[src/rtl/mcpu_stage_ctrl_if.sv]
// Control bundle between the multi-cycle stage sequencer and the MIPS datapath/memories.
// master = sequencer side, slave = datapath side.
interface mcpu_stage_ctrl_if;
  logic        stall_req;
  logic        instr_ready;
  logic        mem_ready;
  logic        is_load;
  logic        is_store;
  logic        is_branch;
  logic        is_jump;
  logic        is_jal;
  logic        is_halt;
  logic        regwrite_dec;
  logic        branch_taken;
  logic        ovf_check;
  logic        Overflow;

  logic        IF_signal;
  logic        ID_signal;
  logic        EX_signal;
  logic        MEM_signal;
  logic        WB_signal;
  logic        mem_req;
  logic        ir_write;
  logic        pc_write;
  logic        reg_write;
  logic [1:0]  pc_sel;
  logic        epc_write;
  logic        halted;
  logic        bus_err;
  logic [2:0]  state;
  logic [31:0] retired;

  modport master (
    input  stall_req, instr_ready, mem_ready,
    input  is_load, is_store, is_branch, is_jump, is_jal, is_halt,
    input  regwrite_dec, branch_taken, ovf_check, Overflow,
    output IF_signal, ID_signal, EX_signal, MEM_signal, WB_signal,
    output mem_req, ir_write, pc_write, reg_write, pc_sel, epc_write,
    output halted, bus_err, state, retired
  );

  modport slave (
    output stall_req, instr_ready, mem_ready,
    output is_load, is_store, is_branch, is_jump, is_jal, is_halt,
    output regwrite_dec, branch_taken, ovf_check, Overflow,
    input  IF_signal, ID_signal, EX_signal, MEM_signal, WB_signal,
    input  mem_req, ir_write, pc_write, reg_write, pc_sel, epc_write,
    input  halted, bus_err, state, retired
  );
endinterface

[src/rtl/mcpu_stage_ctrl.sv]
// Multi-cycle IF/ID/EX/MEM/WB sequencer with memory timeout, halt and retired counter.
// Define OVERFLOW_TRAP_EN to trap signed ALU overflow in EX (TRAP state, EPC capture).
module mcpu_stage_ctrl #(
  parameter int MEM_TIMEOUT = 15,
  parameter int CNT_W       = 4
) (
  input  logic              clk,
  input  logic              rst,
  mcpu_stage_ctrl_if.master bus
);

  typedef enum logic [2:0] {
    ST_IF   = 3'd0,
    ST_ID   = 3'd1,
    ST_EX   = 3'd2,
    ST_MEM  = 3'd3,
    ST_WB   = 3'd4,
    ST_HALT = 3'd5,
    ST_ERR  = 3'd6,
    ST_TRAP = 3'd7
  } state_e;

  localparam logic [CNT_W-1:0] TIMEOUT_CNT = CNT_W'(MEM_TIMEOUT);

  state_e           state_q, state_d;
  logic [CNT_W-1:0] cnt_q, cnt_d;
  logic [31:0]      retired_q, retired_d;

  logic       if_en, id_en, ex_en, mem_en, wb_en;
  logic       mem_req, ir_wr, pc_wr, reg_wr, epc_wr;
  logic [1:0] pc_sel;
  logic       stallable;
  logic       completes;

  always_ff @(posedge clk) begin
    if (rst) begin
      state_q   <= ST_IF;
      cnt_q     <= '0;
      retired_q <= '0;
    end else begin
      state_q   <= state_d;
      cnt_q     <= cnt_d;
      retired_q <= retired_d;
    end
  end

  always_comb begin
    state_d   = state_q;
    cnt_d     = cnt_q;
    retired_d = retired_q;
    if_en     = 1'b0;
    id_en     = 1'b0;
    ex_en     = 1'b0;
    mem_en    = 1'b0;
    wb_en     = 1'b0;
    mem_req   = 1'b0;
    ir_wr     = 1'b0;
    pc_wr     = 1'b0;
    reg_wr    = 1'b0;
    epc_wr    = 1'b0;
    pc_sel    = 2'd0;
    stallable = 1'b0;
    completes = 1'b0;

    case (state_q)
      ST_IF: begin
        if_en     = 1'b1;
        mem_req   = 1'b1;
        stallable = 1'b1;
        if (bus.instr_ready) begin
          ir_wr   = 1'b1;
          pc_wr   = 1'b1;
          state_d = ST_ID;
        end else if (cnt_q == TIMEOUT_CNT) begin
          state_d = ST_ERR;
        end else begin
          cnt_d = cnt_q + CNT_W'(1);
        end
      end
      ST_ID: begin
        id_en     = 1'b1;
        stallable = 1'b1;
        if (bus.is_halt) begin
          state_d = ST_HALT;
        end else if (bus.is_jump) begin
          pc_wr   = 1'b1;
          pc_sel  = 2'd2;
          state_d = bus.is_jal ? ST_WB : ST_IF;
        end else begin
          state_d = ST_EX;
        end
      end
      ST_EX: begin
        ex_en     = 1'b1;
        stallable = 1'b1;
        if (bus.is_branch) begin
          pc_sel  = 2'd1;
          pc_wr   = bus.branch_taken;
          state_d = ST_IF;
        end else if (bus.is_load || bus.is_store) begin
          state_d = ST_MEM;
        end else if (bus.regwrite_dec) begin
`ifdef OVERFLOW_TRAP_EN
          state_d = (bus.ovf_check && bus.Overflow) ? ST_TRAP : ST_WB;
`else
          state_d = ST_WB;
`endif
        end else begin
          state_d = ST_IF;
        end
      end
      ST_MEM: begin
        // stall_req deliberately has no effect here: the bus transaction is already in flight
        mem_en  = 1'b1;
        mem_req = 1'b1;
        if (bus.mem_ready) begin
          state_d = bus.is_load ? ST_WB : ST_IF;
        end else if (cnt_q == TIMEOUT_CNT) begin
          state_d = ST_ERR;
        end else begin
          cnt_d = cnt_q + CNT_W'(1);
        end
      end
      ST_WB: begin
        wb_en     = 1'b1;
        reg_wr    = 1'b1;
        stallable = 1'b1;
        state_d   = ST_IF;
      end
      ST_HALT: begin
        state_d = ST_HALT;
      end
      ST_ERR: begin
        state_d = ST_ERR;
      end
`ifdef OVERFLOW_TRAP_EN
      ST_TRAP: begin
        epc_wr  = 1'b1;
        pc_wr   = 1'b1;
        pc_sel  = 2'd3;
        state_d = ST_IF;
      end
`endif
      default: begin
        state_d = ST_IF;
      end
    endcase

    // A stall holds the stage (and the fetch wait counter) and drops every write strobe.
    if (bus.stall_req && stallable) begin
      state_d = state_q;
      cnt_d   = cnt_q;
      ir_wr   = 1'b0;
      pc_wr   = 1'b0;
      reg_wr  = 1'b0;
    end

    if (state_d != state_q) begin
      cnt_d = '0;
    end

    completes = (state_d == ST_IF) &&
                (state_q inside {ST_ID, ST_EX, ST_MEM, ST_WB, ST_TRAP});
    if (completes) begin
      retired_d = retired_q + 32'd1;
    end
  end

`ifndef OVERFLOW_TRAP_EN
  logic unused_ovf;
  assign unused_ovf = bus.ovf_check ^ bus.Overflow;
`endif

  assign bus.IF_signal  = if_en  & ~rst;
  assign bus.ID_signal  = id_en  & ~rst;
  assign bus.EX_signal  = ex_en  & ~rst;
  assign bus.MEM_signal = mem_en & ~rst;
  assign bus.WB_signal  = wb_en  & ~rst;
  assign bus.mem_req    = mem_req & ~rst;
  assign bus.ir_write   = ir_wr  & ~rst;
  assign bus.pc_write   = pc_wr  & ~rst;
  assign bus.reg_write  = reg_wr & ~rst;
  assign bus.epc_write  = epc_wr & ~rst;
  assign bus.pc_sel     = rst ? 2'd0 : pc_sel;
  assign bus.halted     = ~rst & (state_q == ST_HALT);
  assign bus.bus_err    = ~rst & (state_q == ST_ERR);
  assign bus.state      = rst ? 3'd0 : state_q;
  assign bus.retired    = rst ? 32'd0 : retired_q;

  stage_onehot_a: assert property (@(posedge clk) disable iff (rst)
    $onehot0({if_en, id_en, ex_en, mem_en, wb_en}));

  stopped_quiet_a: assert property (@(posedge clk) disable iff (rst)
    (state_q inside {ST_HALT, ST_ERR}) |-> !(ir_wr || pc_wr || reg_wr || mem_req || epc_wr));

endmodule

[src/flat_wrapper.sv]
// flat-port wrapper written by rule: the top's interface ports become plain ports
module mcpu_stage_ctrl_flat 
#(
  parameter int MEM_TIMEOUT = 15,
  parameter int CNT_W       = 4
)
  (clk, rst, bus_stall_req, bus_instr_ready, bus_mem_ready, bus_is_load, bus_is_store, bus_is_branch, bus_is_jump, bus_is_jal, bus_is_halt, bus_regwrite_dec, bus_branch_taken, bus_ovf_check, bus_Overflow, bus_IF_signal, bus_ID_signal, bus_EX_signal, bus_MEM_signal, bus_WB_signal, bus_mem_req, bus_ir_write, bus_pc_write, bus_reg_write, bus_pc_sel, bus_epc_write, bus_halted, bus_bus_err, bus_state, bus_retired);
  mcpu_stage_ctrl_if bus_i ();
  input  logic clk;
  input  logic rst;
  input wire logic [$bits(bus_i.stall_req)-1:0] bus_stall_req;
  input wire logic [$bits(bus_i.instr_ready)-1:0] bus_instr_ready;
  input wire logic [$bits(bus_i.mem_ready)-1:0] bus_mem_ready;
  input wire logic [$bits(bus_i.is_load)-1:0] bus_is_load;
  input wire logic [$bits(bus_i.is_store)-1:0] bus_is_store;
  input wire logic [$bits(bus_i.is_branch)-1:0] bus_is_branch;
  input wire logic [$bits(bus_i.is_jump)-1:0] bus_is_jump;
  input wire logic [$bits(bus_i.is_jal)-1:0] bus_is_jal;
  input wire logic [$bits(bus_i.is_halt)-1:0] bus_is_halt;
  input wire logic [$bits(bus_i.regwrite_dec)-1:0] bus_regwrite_dec;
  input wire logic [$bits(bus_i.branch_taken)-1:0] bus_branch_taken;
  input wire logic [$bits(bus_i.ovf_check)-1:0] bus_ovf_check;
  input wire logic [$bits(bus_i.Overflow)-1:0] bus_Overflow;
  output wire logic [$bits(bus_i.IF_signal)-1:0] bus_IF_signal;
  output wire logic [$bits(bus_i.ID_signal)-1:0] bus_ID_signal;
  output wire logic [$bits(bus_i.EX_signal)-1:0] bus_EX_signal;
  output wire logic [$bits(bus_i.MEM_signal)-1:0] bus_MEM_signal;
  output wire logic [$bits(bus_i.WB_signal)-1:0] bus_WB_signal;
  output wire logic [$bits(bus_i.mem_req)-1:0] bus_mem_req;
  output wire logic [$bits(bus_i.ir_write)-1:0] bus_ir_write;
  output wire logic [$bits(bus_i.pc_write)-1:0] bus_pc_write;
  output wire logic [$bits(bus_i.reg_write)-1:0] bus_reg_write;
  output wire logic [$bits(bus_i.pc_sel)-1:0] bus_pc_sel;
  output wire logic [$bits(bus_i.epc_write)-1:0] bus_epc_write;
  output wire logic [$bits(bus_i.halted)-1:0] bus_halted;
  output wire logic [$bits(bus_i.bus_err)-1:0] bus_bus_err;
  output wire logic [$bits(bus_i.state)-1:0] bus_state;
  output wire logic [$bits(bus_i.retired)-1:0] bus_retired;
  assign bus_i.stall_req = bus_stall_req;
  assign bus_i.instr_ready = bus_instr_ready;
  assign bus_i.mem_ready = bus_mem_ready;
  assign bus_i.is_load = bus_is_load;
  assign bus_i.is_store = bus_is_store;
  assign bus_i.is_branch = bus_is_branch;
  assign bus_i.is_jump = bus_is_jump;
  assign bus_i.is_jal = bus_is_jal;
  assign bus_i.is_halt = bus_is_halt;
  assign bus_i.regwrite_dec = bus_regwrite_dec;
  assign bus_i.branch_taken = bus_branch_taken;
  assign bus_i.ovf_check = bus_ovf_check;
  assign bus_i.Overflow = bus_Overflow;
  assign bus_IF_signal = bus_i.IF_signal;
  assign bus_ID_signal = bus_i.ID_signal;
  assign bus_EX_signal = bus_i.EX_signal;
  assign bus_MEM_signal = bus_i.MEM_signal;
  assign bus_WB_signal = bus_i.WB_signal;
  assign bus_mem_req = bus_i.mem_req;
  assign bus_ir_write = bus_i.ir_write;
  assign bus_pc_write = bus_i.pc_write;
  assign bus_reg_write = bus_i.reg_write;
  assign bus_pc_sel = bus_i.pc_sel;
  assign bus_epc_write = bus_i.epc_write;
  assign bus_halted = bus_i.halted;
  assign bus_bus_err = bus_i.bus_err;
  assign bus_state = bus_i.state;
  assign bus_retired = bus_i.retired;
  mcpu_stage_ctrl #(.MEM_TIMEOUT(MEM_TIMEOUT), .CNT_W(CNT_W)) u_core (.clk(clk), .rst(rst), .bus(bus_i));
endmodule
[config.mk]
export PLATFORM = sky130hd
export DESIGN_NAME = mcpu_stage_ctrl_flat
export DESIGN_NICKNAME = d
export VERILOG_FILES = /design/src/rtl/mcpu_stage_ctrl_if.sv /design/src/rtl/mcpu_stage_ctrl.sv /design/src/flat_wrapper.sv
export SDC_FILE = /design/constraint.sdc
export NUM_CORES = 1
export LEC_CHECK = 0
export ABC_AREA = 1
export CAP_MARGIN = 20
export CORE_MARGIN = 2
export CORE_UTILIZATION = 55
export DETAILED_ROUTE_END_ITERATION = 10
export MAX_ROUTING_LAYER = met4
export PLACE_DENSITY = 0.95
export SYNTH_ARGS = -nofsm -noshare
export SYNTH_HDL_FRONTEND = slang
export SYNTH_SLANG_ARGS = --single-unit
[constraint.sdc]
create_clock -name clk -period 3.1 [get_ports clk]
set_clock_uncertainty 0.1 [all_clocks]
set_input_delay 0.465 -clock clk [delete_from_list [all_inputs] [get_ports clk]]
set_output_delay 0.465 -clock clk [all_outputs]
set_load 0.05 [all_outputs]
* Yosys cells after proc, flatten, opt, wreduce, memory -nomap -nowiden
Index checks and enable logic that the tools add are counted.
** Storage, ports and cells
- Bits in registers :: 39
- Word-level logic and storage cells :: 79
** Operators by class
- Muxes and demuxes :: 39
- Reductions and logical operators :: 11
- Bitwise logic cells :: 13
- Add/sub/neg operators :: 2
- Equal/unequal tests :: 11
** Operators with widths (number)
- 2-to-1 mux 3 bit :: 12
- adder 32 x 1 -> 32 bit, second input constant :: 1
- 2-to-1 mux 32 bit :: 1
- case mux 3 bit (6 select lines) :: 1
- 2-to-1 mux 1 bit :: 16
- equality test 3 bit, second input constant :: 4
- 2-to-1 mux 4 bit :: 3
- AND 1 bit :: 11
- case mux 4 bit (2 select lines) :: 1
- equality test 3 x 2 -> 1 bit, second input constant :: 2
- logical NOT 3 bit :: 2
- 2-to-1 mux 2 bit :: 3
- nonzero test 5 bit :: 1
- adder 4 x 1 -> 4 bit, second input constant :: 1
- equality test 4 bit, second input constant :: 1
- != test 2 bit, second input constant :: 2
- case mux 2 bit (2 select lines) :: 1
- AND reduction 4 bit :: 1
- OR reduction 2 bit :: 2
- OR reduction 4 bit :: 1
- equality test 3 x 1 -> 1 bit, second input constant :: 1
- != test 3 bit :: 1
- case mux 1 bit (3 select lines) :: 1
- logical AND 1 bit :: 2
- other kinds (3) :: 4

* Depth between registers and ports, before layout
Gate-level depths: netlist of run 1.
- Word-level depth :: 7
- Mapped depth :: 16

* Worst setup path after synthesis of run 1
OpenSTA, ideal clock, no wires.
- Path kind :: register -> output
- From :: reg u_core.state_q[1]
- To :: out bus_pc_write
- Data arrival time :: 2.105 ns
- Data required time :: 2.535 ns
- Stages on the path, launching flop included :: 6
- Setup slack :: 0.430 ns
- Path through :: dfxtp_1 > inv_2 > nand2_2 > nor2_1 > nand3_1 > a311oi_1
** On the way
- Longest elaborated chain between the ends :: 6
- Elaborated cells between the ends (all ways) :: 10
- Classes of those cells :: 3 x eq/ne; 3 x mux; 1 x bitwise; 3 x reduce/logical
** RTL lines
- start, declared :: RTL line mcpu_stage_ctrl.sv:25 : state_e state_q, state_d;
- start signal, assigned :: RTL line mcpu_stage_ctrl.sv:41 : state_q <= state_d;
- equality test 3 bit, or another cell as far along :: RTL line mcpu_stage_ctrl.sv:65 : case (state_q)
- OR reduction 4 bit (no line)
- 2-to-1 mux 1 bit :: RTL line mcpu_stage_ctrl.sv:65
- logical AND 1 bit :: RTL line mcpu_stage_ctrl.sv:150 : if (bus.stall_req && stallable) begin
- 2-to-1 mux 1 bit (*) :: RTL line mcpu_stage_ctrl.sv:150
- AND 1 bit (*) :: RTL line mcpu_stage_ctrl.sv:181 : assign bus.pc_write = pc_wr & ~rst;
- end, declared :: RTL line flat_wrapper.sv:31 : output wire logic [$bits(bus_i.pc_write)-1:0] bus_pc_write;
Mark *: on every way between the ends. The rest lies on a longest branch, timed or not.

* Worst setup path in the final report of run 1
- From :: reg u_core.state_q[2]
- To :: out bus_ir_write
** On the way
- Longest elaborated chain between the ends :: 6
- Elaborated cells between the ends (all ways) :: 10
- Classes of those cells :: 3 x eq/ne; 3 x mux; 1 x bitwise; 3 x reduce/logical
** RTL lines
- equality test 3 bit, or another cell as far along :: RTL line mcpu_stage_ctrl.sv:65
- OR reduction 4 bit (no line)
- 2-to-1 mux 1 bit :: RTL line mcpu_stage_ctrl.sv:65
- logical AND 1 bit :: RTL line mcpu_stage_ctrl.sv:150
- 2-to-1 mux 1 bit (*) :: RTL line mcpu_stage_ctrl.sv:150
- AND 1 bit (*) :: RTL line mcpu_stage_ctrl.sv:180 : assign bus.ir_write = ir_wr & ~rst;
- end, declared :: RTL line flat_wrapper.sv:30 : output wire logic [$bits(bus_i.ir_write)-1:0] bus_ir_write;
Marked as above.

==> Implementation_results.wiki, run 1 <==
{| class="wikitable"
! Metric !! Value
|-
| Accumulated negative setup slack || 0 ns
|-
| Average wire per standard cell || 12.8 um
|-
| Clock transition at path regs || roughly 0.080 ns
|-
| Antenna Nets Post-Route || 0
|-
| Area share of the largest cell type after synthesis || 25.0%
|-
| Final Max Slew Viols || 0
|-
| Fill cell count || approximately 480
|-
| Top-level I/O count || 64
|-
| Number of post-CTS setup repair buffers || 0
|-
| Synth Area per Inst || 5.66 um2
|-
| Initial standard-cell utilization of the core || 56.7%
|-
| Worst reg-to-reg setup slack || 0.58 ns
|-
| Distinct cell type count after synthesis || 29
|-
| Final Instance Area || 0.00383 mm2
|-
| Unrepaired setup endpoints after global routing || false
|-
| Number of cell rows || 27
|-
| Hold Path Class || flop to flop
|-
| Final worst path period share || 95.5%
|-
| Static Leak || around 1.5 nW
|-
| Number of hold violations in the final report || 0
|-
| Port Buffer Count || 60
|-
| Overall via count from detail_route || 3777
|-
| Synthesis Warnings || 0
|-
| Slew of the pin with the lowest slew margin || 0.540 ns
|-
| P&R area growth vs syn || 22.8%
|-
| Crit. End Element || primary output
|-
| Post-Syn Instances || 552
|-
| Overflow left after global routing || 0
|-
| Max Buffers Root-to-Sink || 2
|-
| Number of storage elements in the synthesis netlist || 39
|-
| Peak clock frequency supported by timing || 0.338 GHz
|-
| Via count of the first global-routing pass || 3296
|-
| Sequence of cells on the critical path || inv_4 > nand2_1 > nand2_1 > nand2_2 > inv_2 > nor3_1 > clkdlybuf4s50_1
|-
| Min Tclk post-route || 2.96 ns
|-
| Most frequent standard cell in the layout excluding fill and tap cells || sky130_fd_sc_hd__nand2_1
|-
| Worst path required time || approximately 2.5 ns
|-
| Overall die height || 79.3 um
|-
| Seq/Total Area, Yosys || 25.0%
|-
| Global-route total usage across every layer || 28.7%
|-
| Status || completed
|-
| Clock tree from TritonCTS || done
|-
| Number of DRC violations after detailed routing || 0
|-
| Post-synth ARST share || 0%
|-
| Cell with the biggest individual delay on the critical path || sky130_fd_sc_hd__clkdlybuf4s50_1
|-
| EDFF count, synth || 0
|-
| Sum of net half-perimeters after detailed placement || 6390 um
|-
| Most area-hungry cell type in the Yosys netlist || sky130_fd_sc_hd__dfxtp_1
|-
| Insertion delay of the later-clocked pin in the worst-skew pair || approximately 0.3 ns
|-
| Mapped Area || 0.00312 mm2
|-
| DRC marker count from the first detailed-route iteration || 488
|-
| Final weighted congestion in routability-driven placement || about 1
|-
| Largest fanout on the critical path || 13
|-
| Detailed-router iteration count before antenna repair || 7
|-
| Total setup violations reported at the end of the flow || 0
|-
| Largest net degree at the start of global routing || just under 50
|-
| Antenna violations before repair || 0
|-
| Floorplan core area || 0.00551 mm2
|-
| Total placed instance area || 0.00370 mm2
|-
| Average via count per standard cell || about 5.6
|-
| CTS sink cnt || 39
|-
| Worst slew margin relative to its limit || 64.0%
|-
| Number of inserted diodes || 0
|-
| Layout net count || 618
|-
| Total nets after synthesis || 569
|-
| Number of gates resized after CTS || 0
|-
| Critical path's most frequent cell || sky130_fd_sc_hd__nand2_1
|-
| Most used flip-flop cell after synthesis || sky130_fd_sc_hd__dfxtp_1
|-
| Horiz. Die Dim || 79.3 um
|-
| Total clock buffers created by CTS || 5
|-
| Global-route wire length before repair || 14400 um
|-
| Top area cells in the synthesized netlist || sky130_fd_sc_hd__dfxtp_1 (25%), sky130_fd_sc_hd__nand2_1 (17%), sky130_fd_sc_hd__nor2_1 (14%)
|-
| CTS Root Buffer Type || sky130_fd_sc_hd__clkbuf_8
|-
| Total chip power || ~0.0013 W
|-
| H-tree levels || 2
|-
| Critical path startpoint category || flop
|-
| Fraction of layout cells with a size suffix above 1 || 5.65%
|-
| CP peak stage delay || 0.86 ns
|-
| Power per unit of standard cell area || 336 mW/mm2
|-
| Max VDD drop || 271 uV
|-
| Final wirelength || 8620 um
|-
| Number of buffers inserted by hold repair at cts || 0
|-
| Category of the critical setup timing path || flop to primary output
|-
| Arrival time at the worst endpoint || 2.40 ns
|-
| Die Outline Area || 0.00629 mm2
|-
| Commonest non-fill, non-tap cells in the layout || sky130_fd_sc_hd__nand2_1 (145), sky130_fd_sc_hd__nor2_1 (114), sky130_fd_sc_hd__inv_1 (65)
|-
| Maximum Capacitance Violations || 0
|}
[registers in the layout (all words and copies together), names as in the netlist]
name / count
u_core.retired_q: 32
u_core.state_q: 3
u_core.cnt_q: 4
[synth_stat cells (3+ instances only)]
cell type,n
sky130_fd_sc_hd__inv_1,65
sky130_fd_sc_hd__a21oi_1,17
sky130_fd_sc_hd__nand4_1,36
sky130_fd_sc_hd__xor2_1,9
sky130_fd_sc_hd__nor2_2,3
sky130_fd_sc_hd__inv_2,5
sky130_fd_sc_hd__nand2_1,145
sky130_fd_sc_hd__nand3_1,49
sky130_fd_sc_hd__dfxtp_1,39
sky130_fd_sc_hd__clkbuf_1,9
sky130_fd_sc_hd__nor3_1,22
sky130_fd_sc_hd__buf_6,9
sky130_fd_sc_hd__buf_2,4
sky130_fd_sc_hd__nor2_1,114
sky130_fd_sc_hd__nand2_2,6
[cells by family after synthesis]
family                   share of synthesized area (%)
AO/OA/AOI/OAI                                     3.57
XOR/XNOR                                          3.09
adder cells (fa/ha/maj)                          0.801
buffers and inverters                             14.3
flip-flops                                        25.0
other                                            0.120
AND/OR/NAND/NOR                                   53.1
[metal layers]
metal  part of all wire, %  GRT usage, %  vias to the layer above  wire length, um
met3                   7.9          4.43                       22              682
met1                    44          37.0                     1703             3790
met4                   2.0          11.6                        0              173
li1                      -             -                     1851                -
met5                     0             -                        -                0
met2                    46          45.3                      201             3980
[through the flow]
step	hold WS, ns	utilization [%]	std cells	worst slack [ns]
global placement	0.362	67.1	666	0.407
global route	0.413	69.6	674	0.0107
detailed placement	0.375	67.1	666	0.331
finish	0.392	69.6	674	0.139
CTS	0.386	69.6	674	0.153
floorplan	0.354	-	552	0.430
[worst max-delay path: cells and delay by family (launching register included)]
| family | cells | cell delay, ns |
|---|---|---|
| DFF | 1 | 0.56 |
| and+or+nand+nor | 4 | 0.46 |
| buffers and inverters | 3 | 1.07 |
[report_power, final]
group          leakage, nW  total (W)  internal [W]  switching [W]
combinational         1.16   0.000261     0.0000734       0.000187
clock               0.0644   0.000511      0.000321       0.000190
sequential           0.315   0.000517      0.000507     0.00000959
total                 1.54    0.00129      0.000902       0.000387
[cell type report]
cell class,count,area (um2),area share (%)
multi-input combinational,416,1890,49.4
clock buffer,5,68.8,1.80
tap,72,90.1,2.35
timing repair buffer,67,658,17.2
inverter,72,273,7.12
sequential,39,781,20.4
clock inverter,3,67.6,1.76
[final timing paths]
| path | startpoint | to | cells past startpoint |
|---|---|---|---|
| min reg2reg | u_core.retired_q[31]$_SDFFE_PP0P_ | u_core.retired_q[31]$_SDFFE_PP0P_ | 2 |
| max reg2reg | u_core.state_q[2]$_SDFF_PP0_ | u_core.retired_q[15]$_SDFFE_PP0P_ | 11 |
| min | u_core.retired_q[31]$_SDFFE_PP0P_ | u_core.retired_q[31]$_SDFFE_PP0P_ | 2 |
| max | u_core.state_q[2]$_SDFF_PP0_ | bus_ir_write | 7 |
Power figures use the tool's default switching activity.
==> run 2: changes to the inputs <==
- CTS_BUF_LIST: not set -> sky130_fd_sc_hd__clkbuf_4
- PLACE_DENSITY: 0.95 -> not set
- PLACE_DENSITY_LB_ADDON: not set -> 0.3
==> Implementation_results.wiki, run 2 (synthesized netlist as in run 1, its figures left out) <==
{| class="wikitable"
! Metric !! Value
|-
| Status || completed
|-
| Min Tclk post-route || between 2 and 3 ns
|-
| CTS Root Buffer Type || sky130_fd_sc_hd__clkbuf_4
|-
| Worst path required time || between 2 and 3 ns
|-
| Worst slew margin relative to its limit || a little over half
|-
| Unrepaired setup endpoints after global routing || false
|-
| Worst Hold Margin || 0.390 ns
|-
| Floorplan core area || 0.00551 mm2
|-
| Port Buffer Count || 60
|-
| Number of cell rows || 27
|-
| Total placed instance area || 0.00371 mm2
|-
| Reg area || 781 um2
|-
| Global-route total usage across every layer || 27.7%
|-
| Total setup violations reported at the end of the flow || 0
|-
| Maximum Capacitance Violations || 0
|-
| Crit Reg-Reg Endpoint || u_core.retired_q[7]$_SDFFE_PP0P_
|-
| Final Max Slew Viols || 0
|-
| Clock tree from TritonCTS || done
|-
| Overflow left after global routing || 0
|-
| Top-level I/O count || 64
|-
| Total clock buffers created by CTS || 5
|-
| Accumulated negative setup slack || 0 ns
|-
| Crit. End Element || primary output
|-
| Sum of net half-perimeters after detailed placement || 6230 um
|-
| Cell with the biggest individual delay on the critical path || sky130_fd_sc_hd__clkdlybuf4s50_1
|-
| Number of inserted diodes || 0
|-
| Clock transition at path regs || 0.14 ns
|-
| Arrival time at the worst endpoint || 2.24 ns
|-
| Worst reg-to-reg setup slack || 0.77 ns
|-
| DRC marker count from the first detailed-route iteration || 288
|-
| P&R area growth vs syn || 21.5%
|-
| CP peak stage delay || 0.82 ns
|-
| Largest net degree at the start of global routing || 39
|-
| Clock network fraction of total power || 32.0%
|-
| Internal power consumption || 0.000754 W
|-
| Launch instance of the worst register-to-register path || u_core.state_q[2]$_SDFF_PP0_
|-
| Switching power share of the total || 34.0%
|-
| Critical Path End || bus_mem_req
|-
| H-tree levels || 2
|-
| Biggest registers after layout || u_core.retired_q: 32 flops, u_core.cnt_q: 4 flops, u_core.state_q: 3 flops
|-
| Horiz. Die Dim || 79.3 um
|-
| Final core occ || between 60% and 70%
|-
| Antenna Nets Post-Route || 0
|-
| Average wire per standard cell || around 12 um
|-
| Hold Path Class || flop to flop
|-
| Die Outline Area || 0.00629 mm2
|-
| Number of DRC violations after detailed routing || 0
|-
| Power share of the sequential group || a little under half
|-
| Startpoint of the worst setup timing path || u_core.state_q[1]$_SDFF_PP0_
|-
| Final Instance Area || 0.00379 mm2
|-
| Static Leak || 1.55 nW
|-
| Max VDD drop || 188 uV
|-
| Overall via count from detail_route || 3740
|-
| CTS sink cnt || 39
|-
| Most frequent standard cell in the layout excluding fill and tap cells || sky130_fd_sc_hd__nand2_1
|-
| Peak clock frequency supported by timing || 0.357 GHz
|-
| Fraction of layout cells with a size suffix above 1 || 6.12%
|-
| Overall die height || approximately 80 um
|-
| Average via count per standard cell || 5.52
|-
| Largest fanout on the critical path || 7
|-
| Commonest non-fill, non-tap cells in the layout || sky130_fd_sc_hd__nand2_1 (145), sky130_fd_sc_hd__nor2_1 (114), sky130_fd_sc_hd__inv_1 (65)
|-
| Sequence of cells on the critical path || nand2_1 > nor2_2 > inv_1 > a21oi_1 > clkdlybuf4s50_1
|-
| Final worst path period share || 90.3%
|-
| Power per unit of standard cell area || 301 mW/mm2
|-
| Number of hold violations in the final report || 0
|-
| Layout net count || 621
|-
| Max FFs per register || 32
|-
| Initial standard-cell utilization of the core || a little under three fifths
|-
| Total net switching power || 0.000388 W
|-
| Insertion delay of the later-clocked pin in the worst-skew pair || 0.37 ns
|-
| Fill cell count || 516
|-
| Slew of the pin with the lowest slew margin || between 0.6 and 0.7 ns
|-
| Final weighted congestion in routability-driven placement || 0.956
|-
| Antenna violations before repair || 0
|-
| Final wirelength || 8330 um
|-
| Critical path startpoint category || flop
|-
| Category of the critical setup timing path || flop to primary output
|-
| Proportion of power drawn by combinational gates || a little under a quarter
|-
| Register ranked first by flip-flop count || u_core.retired_q
|-
| Area of the multi-input gates || 0.00189 mm2
|-
| Detailed-router iteration count before antenna repair || 5
|-
| Via count of the first global-routing pass || roughly 3200
|-
| Length in cells of the worst reg-to-reg path || 11
|-
| Max Buffers Root-to-Sink || 2
|-
| Global-route wire length before repair || ~14000 um
|}
[run 2: critical path: cells and delay by family (launching register included)]
family	cells	cell delay (ns)
AND/OR/NAND/NOR	2	0.34
AO/OA/AOI/OAI	1	0.13
flip-flops	1	0.51
buffers and inverters	2	0.90
[run 2: worst min-delay path by stage]
| stage | start | slack, ns | cells after the start | to |
|---|---|---|---|---|
| 5_1_grt | u_core.retired_q[31]$_SDFFE_PP0P_ | 0.43 | 2 | u_core.retired_q[31]$_SDFFE_PP0P_ |
| 6_report | u_core.retired_q[31]$_SDFFE_PP0P_ | 0.39 | 2 | u_core.retired_q[31]$_SDFFE_PP0P_ |
| 2_1_floorplan | u_core.retired_q[29]$_SDFFE_PP0P_ | 0.35 | 2 | u_core.retired_q[29]$_SDFFE_PP0P_ |
| 3_3_place_gp | u_core.retired_q[31]$_SDFFE_PP0P_ | 0.36 | 2 | u_core.retired_q[31]$_SDFFE_PP0P_ |
| 3_5_place_dp | u_core.retired_q[31]$_SDFFE_PP0P_ | 0.37 | 2 | u_core.retired_q[31]$_SDFFE_PP0P_ |
| 4_1_cts | u_core.retired_q[31]$_SDFFE_PP0P_ | 0.39 | 2 | u_core.retired_q[31]$_SDFFE_PP0P_ |
[run 2: timing repair]
item	in CTS	in global routing
setup buffers	0	0
resized for setup	0	1
endpoints found under the setup margin	0	1
hold buffers	0	0
[run 2: power groups by stage]
| stage | registers (W) | clock network, W | logic, W |
|---|---|---|---|
| finish | 0.000518 | 0.000366 | 0.000259 |
| floorplan | 0.000524 | 0 | 0.000204 |
| global route | 0.000519 | 0.000393 | 0.000282 |
| CTS | 0.000517 | 0.000370 | 0.000255 |
| global placement | 0.000528 | 0 | 0.000250 |
| detailed placement | 0.000529 | 0 | 0.000255 |
[run 2: final cells by class]
cell class              count  area share, %
clock inverters             3           1.22
flip-flops and latches     39           20.6
inverters                  72           7.19
clock buffers               5          0.990
multi-input cells         416           50.0
repair buffers             70           17.7
well taps                  72           2.38
[run 2: layer usage]
layer | track usage, % | wire length (um) | share of wire [%] | vias to the layer above
li1 | - | - | - | 1861
met1 | 36.3 | 3700 | 44 | 1670
met2 | 43.8 | 3790 | 45 | 186
met3 | 3.86 | 686 | 8.2 | 23
met4 | 9.83 | 156 | 1.9 | 0
met5 | - | 0 | 0 | -
[run 2: metrics by stage]
stage | setup WS [ns] | power (W) | instances
4_1_cts | 0.132 | 0.00114 | 677
6_report | 0.299 | 0.00114 | 677
3_5_place_dp | 0.372 | 0.000784 | 669
5_1_grt | 0.181 | 0.00119 | 677
3_3_place_gp | 0.410 | 0.000778 | 669
2_1_floorplan | 0.430 | 0.000729 | 552
==> run 3: changes to the inputs <==
- CTS_BUF_LIST: sky130_fd_sc_hd__clkbuf_4 -> sky130_fd_sc_hd__clkbuf_16
- PLACE_DENSITY: not set -> 0.87
- PLACE_DENSITY_LB_ADDON: 0.3 -> not set
==> Implementation_results.wiki, run 3 (synthesized netlist as in run 1, its figures left out) <==
{| class="wikitable"
! Metric !! Value
|-
| Reg area || 781 um2
|-
| Number of gates resized after CTS || 0
|-
| Maximum Capacitance Violations || 0
|-
| Biggest registers after layout || u_core.retired_q: 32 flops, u_core.cnt_q: 4 flops, u_core.state_q: 3 flops
|-
| Peak clock frequency supported by timing || 0.350 GHz
|-
| Detailed-router iteration count before antenna repair || 5
|-
| Worst path setup slack after routing || 0.239 ns
|-
| Top Family by Delay on Critical Path || buffers and inverters
|-
| P&R area growth vs syn || 24.0%
|-
| Insertion delay of the later-clocked pin in the worst-skew pair || approximately 0.29 ns
|-
| Max Buffers Root-to-Sink || 2
|-
| DRC marker count from the first detailed-route iteration || 382
|-
| Fill cell count || 508
|-
| Total clock buffers created by CTS || 5
|-
| CP peak stage delay || 0.82 ns
|-
| Status || completed
|-
| Area of the multi-input gates || between 0.0015 and 0.002 mm2
|-
| Max FFs per register || 32
|-
| Horiz. Die Dim || 79.3 um
|-
| Die Outline Area || 0.00629 mm2
|-
| Number of cell rows || 27
|-
| Slew of the pin with the lowest slew margin || a little over 0.5 ns
|-
| Worst slew margin relative to its limit || 65.4%
|-
| Number of hold violations in the final report || 0
|-
| Top-level I/O count || 64
|-
| CTS Root Buffer Type || sky130_fd_sc_hd__clkbuf_16
|-
| Number of inserted diodes || 0
|-
| Final weighted congestion in routability-driven placement || roughly 0.95
|-
| Port Buffer Count || 60
|-
| Overall via count from detail_route || 3720
|-
| Global-route wire length before repair || 14300 um
|-
| Antenna violations before repair || 0
|-
| Floorplan core area || 0.00551 mm2
|-
| Number of instances in the placed design || 667
|-
| Category of the critical setup timing path || flop to primary output
|-
| CTS sink cnt || 39
|-
| Fraction of layout cells with a size suffix above 1 || 5.64%
|-
| Number of post-CTS setup repair buffers || 0
|-
| Final wirelength || 8740 um
|-
| Number of DRC violations after detailed routing || 0
|-
| Arrival time at the worst endpoint || 2.30 ns
|-
| Static Leak || 1.56 nW
|-
| Antenna Nets Post-Route || 0
|-
| Clock tree from TritonCTS || done
|-
| Total chip power || 0.00138 W
|-
| Final worst path period share || 92.3%
|-
| Buf+Inv Stages, Crit Path || 3
|-
| Unrepaired setup endpoints after global routing || false
|-
| Register ranked first by flip-flop count || u_core.retired_q
|-
| Initial standard-cell utilization of the core || 56.7%
|-
| Via count of the first global-routing pass || around 3200
|-
| Sum of net half-perimeters after detailed placement || 6410 um
|-
| H-tree levels || 2
|-
| Final Max Slew Viols || 0
|-
| Sequence of cells on the critical path || inv_4 > nand2_1 > nand2_1 > nand2_2 > inv_2 > nor3_1 > clkdlybuf4s50_1
|-
| Worst path required time || 2.53 ns
|-
| Number of buffers inserted by hold repair at cts || 0
|-
| Clock transition at path regs || 0.06 ns
|-
| Total setup violations reported at the end of the flow || 0
|-
| Overflow left after global routing || 0
|-
| Layout net count || 619
|-
| Largest net degree at the start of global routing || 36
|-
| Commonest non-fill, non-tap cells in the layout || sky130_fd_sc_hd__nand2_1 (145), sky130_fd_sc_hd__nor2_1 (114), sky130_fd_sc_hd__inv_1 (65)
|-
| Overall die height || 79.3 um
|-
| Max VDD drop || 231 uV
|-
| Crit. End Element || primary output
|-
| Place WS || 0.336 ns
|-
| Critical path startpoint category || flop
|-
| Critical path's most frequent cell || sky130_fd_sc_hd__nand2_1
|-
| Accumulated negative setup slack || 0 ns
|-
| Largest fanout on the critical path || 13
|-
| Cell with the biggest individual delay on the critical path || sky130_fd_sc_hd__clkdlybuf4s50_1
|-
| Min Tclk post-route || 2.86 ns
|-
| Power per unit of standard cell area || 355 mW/mm2
|-
| Average via count per standard cell || 5.51
|-
| Post-route non-filler standard cell count || 675
|-
| Most frequent standard cell in the layout excluding fill and tap cells || sky130_fd_sc_hd__nand2_1
|-
| Final core occ || 70.3%
|-
| Hold Path Class || flop to flop
|-
| Average wire per standard cell || 13.0 um
|-
| Global-route total usage across every layer || 29.0%
|}
run 3: cell count changes in the layout (fill, tap and decap cells not counted), sizes merged:
cell,before,now
dlymetal6s2s,1,0
clkinvlp,1,0
buf,12,10
clkdlybuf4s50,57,58
clkinv,1,2
run 3: layout make-up:
class / instances / share of cell area (%)
Sequential cell: 39 / 20.2
Clock inverter: 3 / 1.10
Timing Repair Buffer: 68 / 17.2
Clock buffer: 5 / 3.23
Inverter: 72 / 7.05
Tap cell: 72 / 2.33
Multi-Input combinational cell: 416 / 48.9
run 3: worst paths after layout:
check | startpoint | end | slack, ns | cells past startpoint
max | u_core.state_q[2]$_SDFF_PP0_ | bus_ir_write | 0.24 | 7
min | u_core.retired_q[31]$_SDFFE_PP0P_ | u_core.retired_q[31]$_SDFFE_PP0P_ | 0.39 | 2
max reg2reg | u_core.state_q[2]$_SDFF_PP0_ | u_core.retired_q[1]$_SDFFE_PP0P_ | 0.54 | 12
min reg2reg | u_core.retired_q[31]$_SDFFE_PP0P_ | u_core.retired_q[31]$_SDFFE_PP0P_ | 0.39 | 2
run 3: worst min-delay path: stages (launching register included):
cell and delay, ns:
sky130_fd_sc_hd__dfxtp_1 0.32, sky130_fd_sc_hd__nand2_1 0.07, sky130_fd_sc_hd__a21oi_1 0.05
run 3: report_power, final:
group          total [W]  switching [W]  internal [W]
combinational   0.000262       0.000188     0.0000743
clock           0.000596       0.000216      0.000380
sequential      0.000517     0.00000970      0.000508
run 3: through the flow:
step	hold WS (ns)	area, um2
4_1_cts	0.385	3870
6_report	0.386	3870
2_1_floorplan	0.354	3120
5_1_grt	0.415	3870
3_3_place_gp	0.362	3700
3_5_place_dp	0.376	3700
run 3: per-layer routing:
layer	wire [um]	global-route usage, %
met2	4100	47.1
met3	600	4.66
met4	188	10.9
met1	3850	36.5
met5	0	-
